<file path="src/rtl/alu_pkg.sv">
// Shared constants for the ALU arbiter: opcodes, arbiter FSM encoding and width defaults.
package alu_pkg;

  localparam int N_REQ_DEF   = 2;
  localparam int WIDTH_DEF   = 8;
  localparam int OP_W_DEF    = 3;
  localparam int ALU_LAT_DEF = 0;

  typedef enum logic [2:0] {
    OP_ADD  = 3'd0,
    OP_SUB  = 3'd1,
    OP_AND  = 3'd2,
    OP_OR   = 3'd3,
    OP_XOR  = 3'd4,
    OP_NOT  = 3'd5,
    OP_NAND = 3'd6,
    OP_PASS = 3'd7
  } alu_op_e;

  typedef enum logic [1:0] {
    ARB_IDLE  = 2'd0,
    ARB_ISSUE = 2'd1,
    ARB_WAIT  = 2'd2,
    ARB_RESP  = 2'd3
  } arb_state_e;

  // Width of the round-robin pointer for 2..4 requesters.
  function automatic int ptr_w(input int n);
    return (n > 2) ? 2 : 1;
  endfunction

endpackage

</file>
<file path="src/rtl/alu_arbiter_rr_pick.sv">
// One-hot winner selection: round-robin starting after ptr, or fixed lowest-index
// priority when ALU_ARB_PRIORITY_EN is defined (no pointer port then).
module rr_pick
  import alu_pkg::*;
#(
  parameter int N_REQ = N_REQ_DEF,
  parameter int PTR_W = 1
) (
`ifndef ALU_ARB_PRIORITY_EN
  input  logic [PTR_W-1:0] ptr,
`endif
  input  logic [N_REQ-1:0] req,
  output logic [N_REQ-1:0] win
);

  always_comb begin
    win = '0;
`ifdef ALU_ARB_PRIORITY_EN
    for (int i = 0; i < N_REQ; i++) begin
      if (req[i] && (win == '0)) win[i] = 1'b1;
    end
`else
    // Offset k walks ptr+1, ptr+2, ... so the last winner is considered last.
    for (int k = 1; k <= N_REQ; k++) begin
      for (int j = 0; j < N_REQ; j++) begin
        if ((j == ((int'(ptr) + k) % N_REQ)) && req[j] && (win == '0)) win[j] = 1'b1;
      end
    end
`endif
  end

endmodule

</file>
<file path="src/rtl/alu_arbiter.sv">
// Shares one ALU between N_REQ requesters: grant, issue, wait ALU_LAT cycles, respond.
// Define ALU_ARB_PRIORITY_EN for fixed lowest-index priority instead of round-robin.
module alu_arbiter
  import alu_pkg::*;
#(
  parameter int N_REQ   = N_REQ_DEF,
  parameter int WIDTH   = WIDTH_DEF,
  parameter int OP_W    = OP_W_DEF,
  parameter int ALU_LAT = ALU_LAT_DEF
) (
  input  logic                  clk,
  input  logic                  rst_n,
  input  logic [N_REQ-1:0]      req,
  input  logic [N_REQ*OP_W-1:0] req_op,
  input  logic [N_REQ*WIDTH-1:0] req_a,
  input  logic [N_REQ*WIDTH-1:0] req_b,
  output logic [N_REQ-1:0]      gnt,
  output logic [N_REQ-1:0]      done,
  output logic [WIDTH-1:0]      result,
  output logic                  carry,
  output logic [OP_W-1:0]       alu_op,
  output logic [WIDTH-1:0]      alu_a,
  output logic [WIDTH-1:0]      alu_b,
  output logic                  alu_valid,
  input  logic [WIDTH-1:0]      alu_y,
  input  logic                  alu_co
);

  localparam int         PTR_W  = ptr_w(N_REQ);
  localparam logic [2:0] LAT_M1 = 3'(ALU_LAT - 1);

  arb_state_e       state_q, state_d;
  logic [N_REQ-1:0] gnt_q, gnt_d;
  logic [N_REQ-1:0] done_q, done_d;
  logic             alu_valid_q, alu_valid_d;
  logic [OP_W-1:0]  alu_op_q, alu_op_d;
  logic [WIDTH-1:0] alu_a_q, alu_a_d;
  logic [WIDTH-1:0] alu_b_q, alu_b_d;
  logic [WIDTH-1:0] result_q, result_d;
  logic             carry_q, carry_d;
  logic [2:0]       cnt_q, cnt_d;
  logic [N_REQ-1:0] win;

`ifndef ALU_ARB_PRIORITY_EN
  logic [PTR_W-1:0] ptr_q, ptr_d;
`endif

  rr_pick #(
    .N_REQ (N_REQ),
    .PTR_W (PTR_W)
  ) u_pick (
`ifndef ALU_ARB_PRIORITY_EN
    .ptr (ptr_q),
`endif
    .req (req),
    .win (win)
  );

  always_comb begin
    state_d     = state_q;
    gnt_d       = gnt_q;
    done_d      = done_q;
    alu_valid_d = alu_valid_q;
    alu_op_d    = alu_op_q;
    alu_a_d     = alu_a_q;
    alu_b_d     = alu_b_q;
    result_d    = result_q;
    carry_d     = carry_q;
    cnt_d       = cnt_q;
`ifndef ALU_ARB_PRIORITY_EN
    ptr_d       = ptr_q;
`endif
    case (state_q)
      ARB_IDLE: begin
        if (|req) begin
          state_d     = ARB_ISSUE;
          gnt_d       = win;
          alu_valid_d = 1'b1;
          // Operands are frozen here; later requester changes are ignored.
          for (int i = 0; i < N_REQ; i++) begin
            if (win[i]) begin
              alu_op_d = req_op[i*OP_W +: OP_W];
              alu_a_d  = req_a[i*WIDTH +: WIDTH];
              alu_b_d  = req_b[i*WIDTH +: WIDTH];
            end
          end
        end
      end
      ARB_ISSUE: begin
        alu_valid_d = 1'b0;
        if (ALU_LAT == 0) begin
          result_d = alu_y;
          carry_d  = alu_co;
          done_d   = gnt_q;
          state_d  = ARB_RESP;
        end else begin
          cnt_d   = LAT_M1;
          state_d = ARB_WAIT;
        end
      end
      ARB_WAIT: begin
        if (cnt_q == 3'd0) begin
          result_d = alu_y;
          carry_d  = alu_co;
          done_d   = gnt_q;
          state_d  = ARB_RESP;
        end else begin
          cnt_d = cnt_q - 3'd1;
        end
      end
      ARB_RESP: begin
        done_d  = '0;
        gnt_d   = '0;
        state_d = ARB_IDLE;
`ifndef ALU_ARB_PRIORITY_EN
        for (int i = 0; i < N_REQ; i++) begin
          if (gnt_q[i]) ptr_d = PTR_W'(i);
        end
`endif
      end
      default: state_d = ARB_IDLE;
    endcase
  end

  always_ff @(posedge clk or negedge rst_n) begin
    if (!rst_n) begin
      state_q     <= ARB_IDLE;
      gnt_q       <= '0;
      done_q      <= '0;
      alu_valid_q <= 1'b0;
      alu_op_q    <= '0;
      alu_a_q     <= '0;
      alu_b_q     <= '0;
      result_q    <= '0;
      carry_q     <= 1'b0;
      cnt_q       <= '0;
`ifndef ALU_ARB_PRIORITY_EN
      ptr_q       <= PTR_W'(N_REQ - 1);
`endif
    end else begin
      state_q     <= state_d;
      gnt_q       <= gnt_d;
      done_q      <= done_d;
      alu_valid_q <= alu_valid_d;
      alu_op_q    <= alu_op_d;
      alu_a_q     <= alu_a_d;
      alu_b_q     <= alu_b_d;
      result_q    <= result_d;
      carry_q     <= carry_d;
      cnt_q       <= cnt_d;
`ifndef ALU_ARB_PRIORITY_EN
      ptr_q       <= ptr_d;
`endif
    end
  end

  assign gnt       = gnt_q;
  assign done      = done_q;
  assign result    = result_q;
  assign carry     = carry_q;
  assign alu_op    = alu_op_q;
  assign alu_a     = alu_a_q;
  assign alu_b     = alu_b_q;
  assign alu_valid = alu_valid_q;

endmodule

</file>
<file path="config.mk">
export PLATFORM = sky130hd
export DESIGN_NAME = alu_arbiter
export DESIGN_NICKNAME = d
export VERILOG_FILES = /design/src/rtl/alu_pkg.sv /design/src/rtl/alu_arbiter_rr_pick.sv /design/src/rtl/alu_arbiter.sv
export SDC_FILE = /design/constraint.sdc
export NUM_CORES = 1
export LEC_CHECK = 0
export ABC_AREA = 1
export CAP_MARGIN = 5
export CELL_PAD_IN_SITES_DETAIL_PLACEMENT = 0
export CELL_PAD_IN_SITES_GLOBAL_PLACEMENT = 2
export CORE_MARGIN = 2
export CORE_UTILIZATION = 24
export CTS_CLUSTER_DIAMETER = 50
export CTS_CLUSTER_SIZE = 12
export DETAILED_ROUTE_END_ITERATION = 16
export PLACE_DENSITY = 0.83
export SYNTH_ARGS = -nofsm -noshare
export SYNTH_HDL_FRONTEND = slang
export SYNTH_HIERARCHICAL = 1
export SYNTH_SLANG_ARGS = --single-unit
</file>
<file path="constraint.sdc">
create_clock -name clk -period 2.05 [get_ports clk]
set_input_delay 0.3075 -clock clk [delete_from_list [all_inputs] [get_ports clk]]
set_output_delay 0.3075 -clock clk [all_outputs]
set_load 0.03 [all_outputs]
</file>
# Word-level counts from Yosys, hierarchy flattened
# Index checks and enable logic that the tools add are counted.
# word_totals
register_bits,39
# classes
n_addsub,3
n_bitwise,4
n_eq_ne,7
n_reduce_logical,28
mux,25
# ops
operator,count
$logic_not A32 Y1,2
$mux W8,5
$pmux W8 S2,1
$reduce_and A2 Y1,7
$reduce_bool A2 Y1,5
$mux W1,8
$mux W2,4
$pmux W2 S4,1
$logic_and A1 B1 Y1,7
$logic_not A2 Y1,3
$mux W3,2
$pmux W2 S3,1
$eq A2 B2 Y1 const A,2
$eq A2 B2 Y1 const B,2
$ne A2 B2 Y1 const B,2
$pmux W1 S2,2
$pmux W2 S2,1
$logic_not A3 Y1,1
$reduce_and A3 Y1,1
$reduce_bool A3 Y1,1
$sub A3 B1 Y3 const B,1
$add A1 B1 Y1 const B,2
$and A1 B1 Y1 const A,2
$eq A2 B1 Y1 const B,1
other kinds (2),3

# Depth between registers and ports, before layout
# Gate-level depths: netlist of the first run.
# logic_depth
ltp_word,16
mapped_depth,9
mapped_depth_nobuf,8

# By module
# The synthesis of the first run kept the hierarchy.
# by_module_without_submodules
module,area_each_um2,n_inst,cells_per_inst
alu_arbiter,1989.4,1,255
rr_pick,20.0,1,5

# Worst setup path before layout of the first run
# No wires, ideal clock.
# synth_timing
kind,register to register
from,reg state_q[0]
to,reg carry_q (netlist: carry)
stages_incl_launch_ff,8
synth_period_minus_slack_ns,1.323
required_time_ns,1.985
arrival_ns,1.258
slack_ns,0.727
path_cell_list,dfrtp_1 inv_1 ha_1 or2_1 buf_2 nand2_4 nand2_1 nand2_1
# synth_via
elab_chain_len,3
# synth_lines
item,line_no,text
start: declaration,alu_arbiter.sv:32,"arb_state_e state_q, state_d;"
start signal: assignment,alu_arbiter.sv:141,state_q <= state_d;
$eq A2 B2 Y1 / $eq A2 B1 Y1 (equally long branches),alu_arbiter.sv:73,case (state_q)
$ne A2 B2 Y1 (no line) / $reduce_bool A2 Y1 (equally long branches),--,
$reduce_and A2 Y1 (no line),--,
end signal: assignment,alu_arbiter.sv:149,carry_q <= carry_d;
end: declaration,alu_arbiter.sv:40,"logic carry_q, carry_d;"
# Several ways; a longest one is shown, not always the timed one.
# A chain may end at the register's enable or synchronous reset.

# Worst setup path in the final report of the first run
# layout_timing
from,reg gnt_q[1] (netlist: gnt[1])
to,out gnt[1]
# layout_lines
item,line_no,text
start: declaration,alu_arbiter.sv:33,"logic [N_REQ-1:0] gnt_q, gnt_d;"
start signal: assignment,alu_arbiter.sv:142,gnt_q <= gnt_d;
end: declaration,alu_arbiter.sv:17,"output logic [N_REQ-1:0] gnt,"
# No word-level cell between the ends.

==> summary.md, run 1 <==
| Metric | Value |
|---|---|
| Psw | `0.001844 W` |
| CP Max Fanout | `4` |
| Sw frac | `0.4347` |
| Clock power share | `0.157` |
| Cell Chain, Critical Path | `clkdlybuf4s50_1` |
| Post-DP HPWL | `4044 microns` |
| Pwr Density | `1391 nW/um^2` |
| I/O Buffers | `83` |
| Vias per cell | `4.156` |
| Setup TNS | `0 ps` |
| Int Pwr | `0.002397 W` |
| H-Tree Depth | `2` |
| Clock Skew | `7.622 ps` |
| Avg WL per Cell | `12.48 microns` |
| Sink Count | `39` |
| Placed instance count | `442` |
| Vias in the first global route | `1870` |
| Num CTS Buffers | `5` |
| Hold Crit Class | `in -> async` |
| DRC Markers | `0` |
| Fin crit period | `1712 ps` |
| Clk slew on worst S/H paths | `80 ps` |
| Max-cap violation count | `0` |
| #FFs+latches synth | `39` |
| Post-CTS setup buffer count | `0` |
| GRT Overall Usage | `0.1291` |
| # hold bufs at CTS | `0` |
| Yosys warns | `6` |
| Arrival @ worst endpoint | `1400 ps` |
| Critical Path Slowest Stage Cell | `clkdlybuf4s50_1` |
| Clk root buf | `clkbuf_8` |
| Grt ovf | `0` |
| WP buf/inv | `1` |
| First-pass GRT wire length | `9094 microns` |
| ANT cells | `0` |
| Clock Latency Late Sink | `290 ps` |
| Dpl cell area | `2927 sq um` |
| Flop pwr share | `0.312` |
| Final period utilization | `0.8350` |
| Cells after Synth | `260` |
| Leakage power | `1.534 nW` |
| Count of cell types in the netlist | `21` |
| Outcome | `finished clean` |
| Syn Area/Cell | `7.729 sq um` |
| Top delay family on crit path | `buffers and inverters` |
| Final ANT Viol Nets | `0` |
| Crit path launch type | `register` |
| VDD IR-drop max | `0.0004681 V` |
| Post-synth EDFFs | `0` |
| Core Footprint | `8175 sq um` |
| Top FF cell, synth | `dfrtp_1` |
| Endpoints failing setup | `0` |
| Layout area overhead | `51.74%` |
| Syn Nets | `319` |
| Critical path required time | `1740 ps` |
| Pre-antenna DRT Iters | `4` |
| Initial antenna violation count | `0` |
| Die Span Y | `95.50 microns` |
| Via count | `1870` |
| Hold_ws | `71.99 ps` |
| Clock buffer depth | `2` |
| I/O pin cnt | `84` |
| Slew margin rel. | `0.6474` |
| Final Cell Area | `3049 sq um` |
| Seq/Total Area, Yosys | `0.4863` |
| Starting density of the core | `0.2458` |
| Setup CP Type | `reg -> out` |
| Largest net degree at the start of global routing | `40` |
| Share of cells above drive strength 1 | `0.06667` |
| TritonCTS clock tree | `done` |
| Final cell count without fillers | `450` |
| Worst Max-Slew Pin Slew | `528.9 ps` |
| Final hold vios | `0` |
| Row count | `33` |
| RSZ-0062 raised after global routing | `false` |
| Starting DRC count in detailed routing | `54` |
| Async SR Flop Fraction | `1.000` |
| Final Max Tran Viols | `0` |
| Routability Congestion | `0.7285` |
| Slowest Stage Delay on Critical Path | `700 ps` |
| Fmax | `584.2 MHz` |
| Die Span X | `95.50 microns` |
| Post-Syn Area | `2009 sq um` |
| Die Area | `9120 sq um` |
| Combinational power share | `0.531` |
| Nets | `403` |
| Detailed Route WL | `5616 microns` |
| Crit. End Element | `output pin` |
## cells in the mapped netlist (2+ instances only)
library cell	n	share of area
nand2_1	138	0.26
ha_1	8	0.050
inv_2	2	0.0037
inv_1	14	0.026
buf_2	5	0.012
dfrtp_1	38	0.47
buf_4	3	0.011
o21ai_0	4	0.010
buf_6	3	0.017
nand3_1	33	0.082
nand2_2	2	0.0062
## layer usage
layer  part of all wire  global-route usage
met1               0.47              0.1695
met2               0.45              0.2060
met3              0.064             0.02688
met4              0.020             0.05476
met5                  0                   0
## stage by stage
stage / setup slack, ps / total power (W) / utilization
6_report: 338.3 / 0.004241 / 0.3730
5_1_grt: 220.0 / 0.004582 / 0.3730
4_1_cts: 114.1 / 0.004311 / 0.3724
3_5_place_dp: 97.22 / 0.003622 / 0.3580
3_3_place_gp: 104.9 / 0.003613 / 0.3580
2_1_floorplan: 727.0 / 0.002697 / -
## power by group through the flow
stage	combinational [W]	sequential, W	clock [W]
after global routing	0.00247	0.00138	0.000734
after CTS	0.00228	0.00133	0.000697
after floorplan	0.000793	0.00190	0
after global placement	0.00227	0.00134	0
final	0.00225	0.00132	0.000666
after detailed placement	0.00228	0.00134	0
## placed cells by master (no fill, tap or decap)
cell / Yosys / layout
nand2_1: 138 / 138
clkdlybuf4s50_1: 0 / 82
dfrtp_1: 38 / 38
nand3_1: 33 / 33
inv_1: 14 / 14
ha_1: 8 / 8
clkbuf_8: 0 / 6
buf_4: 3 / 5
o21ai_0: 4 / 4
inv_2: 2 / 2
nand2_2: 2 / 2
nand3_4: 1 / 1
nor2_1: 1 / 1
nor2_4: 0 / 1
or2_1: 1 / 1
nand2_4: 1 / 1
a22o_1: 1 / 1
xor2_1: 1 / 1
nand3b_1: 1 / 1
bufinv_16: 0 / 1
clkinv_2: 0 / 1
buf_2: 5 / 1
dfstp_2: 1 / 1
a21oi_2: 0 / 1
## flip-flops by register name (all words and copies together), names as in the netlist
signal	flops
alu_a	8
alu_b	8
alu_op	3
alu_valid	1
carry	1
cnt_q	3
done	2
gnt	2
ptr_q	1
result	8
state_q	2
## area by class of cell
class | instances | area (sq um)
Inverter | 16 | 60.06
Fill cell | 850 | 5126
Clock buffer | 6 | 82.58
Clock inverter | 2 | 35.03
Timing Repair Buffer | 88 | 863.3
Tap cell | 105 | 131.4
Multi-Input combinational cell | 194 | 899.6
Sequential cell | 39 | 977.2
## repair_timing
action	in CTS	in global routing
gates resized for setup	0	1
hold endpoints to repair	0	0
setup endpoints to repair	0	9
## worst paths after layout
kind	from	endpoint	slack [ps]	cells after the start
worst max-delay path	gnt[1]	gnt[1]	340	1
worst min-delay path	rst_n	result[2]	70	2
worst max register to register	state_q[0]	alu_b[7]	400	6
worst min register to register	carry	carry	470	2
max in group asynchronous	rst_n	ptr_q	1600	2
min in group clk	carry	carry	470	2
## kinds of logic (layout without fill, tap and decap cells)
family | Yosys count | after routing | share of synthesized area
simple gates | 179 | 179 | 0.3724
flops | 39 | 39 | 0.4863
buf+inv | 27 | 112 | 0.07036
fa+ha+maj | 8 | 8 | 0.04982
compound gates | 6 | 6 | 0.01681
xor+xnor | 1 | 1 | 0.004359
Power figures use the tool's default switching activity.
==> run 2: changes to the inputs <==
- CORE_UTILIZATION: 24 -> 23
- PLACE_DENSITY: 0.83 -> 0.8
- clock period: 2.05 -> 1.6 ns (I/O delays scaled with it)
==> summary.md, run 2 (synthesis gave the netlist of run 1 again) <==
| Metric | Value |
|---|---|
| Commonest non-fill, non-tap cell in the layout | `nand2_1` |
| Die Span X | `97.47 microns (+2.1%)` |
| Layout area overhead | `58.41%` |
| Die Area | `9500 sq um (+4.2%)` |
| Clock Latency Late Sink | `290 ps (about the same)` |
| Max-cap violation count | `0 (unchanged)` |
| Initial antenna violation count | `0 (unchanged)` |
| CP Max Fanout | `2 (-2)` |
| Cell Chain, Critical Path | `clkdlybuf4s50_1` |
| GRT Overall Usage | `0.1241 (-0.005022)` |
| Psw | `0.002391 W (+30%)` |
| Clock Skew | `3.823 ps (-3.799 ps)` |
| Sink Count | `39 (unchanged)` |
| Starting DRC count in detailed routing | `39 (-28%)` |
| Pre-antenna DRT Iters | `4 (unchanged)` |
| Slew margin rel. | `0.6458 (-0.001600)` |
| First-pass GRT wire length | `9625 microns (+5.8%)` |
| Vias per cell | `4.088 (-1.6%)` |
| Via count | `1901 (+1.7%)` |
| Outcome | `finished clean` |
| Hold Crit Class | `in -> async` |
| Share of cells above drive strength 1 | `0.09244 (+0.02577)` |
| Setup CP Type | `reg -> out` |
| Worst r2r path cells | `6 (unchanged)` |
| RSZ-0062 raised after global routing | `false` |
| Num CTS Buffers | `5 (unchanged)` |
| Crit path launch type | `register` |
| Worst Max-Slew Pin Slew | `531.3 ps (+2.400 ps)` |
| Top delay family on crit path | `buffers and inverters` |
| Arrival @ worst endpoint | `1330 ps (-70 ps)` |
| Crit. End Element | `output pin` |
| VDD IR-drop max | `0.0004367 V (-6.7%)` |
| Pwr Density | `1674 nW/um^2 (+20%)` |
| Core Footprint | `8593 sq um (+5.1%)` |
| Clk root buf | `clkbuf_8` |
| Hold_ws | `454.4 ps (+382.4 ps)` |
| Fmax | `636.3 MHz` |
| Filler cells | `913 (+7.4%)` |
| Final hold vios | `0 (unchanged)` |
| Commonest cells after routing, fill and taps aside | `nand2_1, clkdlybuf4s50_1, dfrtp_1, nand3_1, dlymetal6s2s_1` |
| WP buf/inv | `1 (unchanged)` |
| I/O pin cnt | `84 (unchanged)` |
| ANT cells | `0 (unchanged)` |
| Clock buffer depth | `2 (unchanged)` |
| Flop pwr share | `0.313 (about the same)` |
| Nets | `415 (+3.0%)` |
| Final ANT Viol Nets | `0 (unchanged)` |
| Post-DP HPWL | `4247 microns (+5.0%)` |
| Leakage power | `1.850 nW (+21%)` |
| Clock power share | `0.125 (-0.032)` |
| Int Pwr | `0.002938 W (+23%)` |
| R2r setup slk | `180 ps (-220 ps)` |
| Sw frac | `0.4487 (+0.01393)` |
| H-Tree Depth | `2 (unchanged)` |
| Final worst slack | `28.47 ps (-309.8 ps)` |
| Die Span Y | `97.47 microns (+2.1%)` |
| Routability Congestion | `0.7421 (+1.9%)` |
| I/O Buffers | `83 (unchanged)` |
| Final Max Tran Viols | `0 (unchanged)` |
| Largest net degree at the start of global routing | `24 (-40%)` |
| Critical R2R Launch | `state_q[0]` |
| Reg2reg end | `alu_op[1]` |
| Fin crit period | `1572 ps` |
| WP depth | `1 (unchanged)` |
| Area of the multi-input gates | `902.1 sq um (+0.28%)` |
| Grt ovf | `0 (unchanged)` |
| Critical path required time | `1360 ps (-380 ps)` |
| Avg WL per Cell | `12.25 microns (-1.9%)` |
| Slowest Stage Delay on Critical Path | `680 ps (-20 ps)` |
| Clk slew on worst S/H paths | `80 ps (about the same)` |
| Row count | `34 (+3.0%)` |
| Vias in the first global route | `2019 (+8.0%)` |
| TritonCTS clock tree | `done` |
| Starting density of the core | `0.2338 (-0.01195)` |
| Combinational power share | `0.562 (+0.031)` |
| Detailed Route WL | `5694 microns (+1.4%)` |
| DRC Markers | `0 (unchanged)` |
| Final period utilization | `0.9822` |
| Post-CTS setup buffer count | `0 (unchanged)` |
| Dpl ws | `-244.7 ps (-341.9 ps)` |
| Critical Path Slowest Stage Cell | `clkdlybuf4s50_1` |
| Endpoints failing setup | `0 (unchanged)` |
| FF+latch area | `977.2 sq um (unchanged)` |
==> run 2: per-stage QoR <==
stage	utilization	total power [W]	std cells	cell area [sq um]	TNS (ps)
after floorplan	-	0.003455	260	2009	0
after global placement	0.3535	0.004764	456	3038	-4092
after detailed placement	0.3535	0.004782	456	3038	-4681
after CTS	0.3643	0.005437	465	3131	0
after global routing	0.3704	0.005753	465	3183	0
final	0.3704	0.005329	465	3183	0
==> run 2: metal layers <==
layer  GRT usage  routed length, microns  up-vias
met5           0                       0        -
met4     0.03526                      69        0
li1            -                       -      998
met3     0.02446                     200        6
met1      0.1689                    2810      859
met2      0.2011                    2613       38
==> run 2: area by class of cell <==
type | count | area share
sequential | 39 | 0.3070
multi-input combinational | 194 | 0.2834
inverter | 16 | 0.01887
clock inverter | 1 | 0.001572
tap | 108 | 0.04245
clock buffer | 7 | 0.02398
timing repair buffer | 100 | 0.3227
==> run 2: worst max path at each step <==
stage,startpoint,end,slack (ps)
final,alu_b[7],alu_b[7],30
after detailed placement,req[1],alu_op[1],-240
after CTS,alu_a[7],alu_a[7],4
after global routing,done[1],done[1],1
after global placement,req[1],alu_a[0],-210
after floorplan,state_q[0],carry,280
==> run 2: power by group through the flow <==
stage	clock, W	combinational (W)	sequential [W]
global route	0.000724	0.00330	0.00173
detailed placement	0	0.00308	0.00170
finish	0.000665	0.00300	0.00167
global placement	0	0.00307	0.00169
floorplan	0	0.00102	0.00244
CTS	0.000685	0.00307	0.00168
==> run 2: timing repair <==
item,CTS,global route
pin swaps,0,0
endpoints found under the setup margin,24,29
hold endpoints to repair,20,0
resized for setup,4,21
hold buffers,1,0
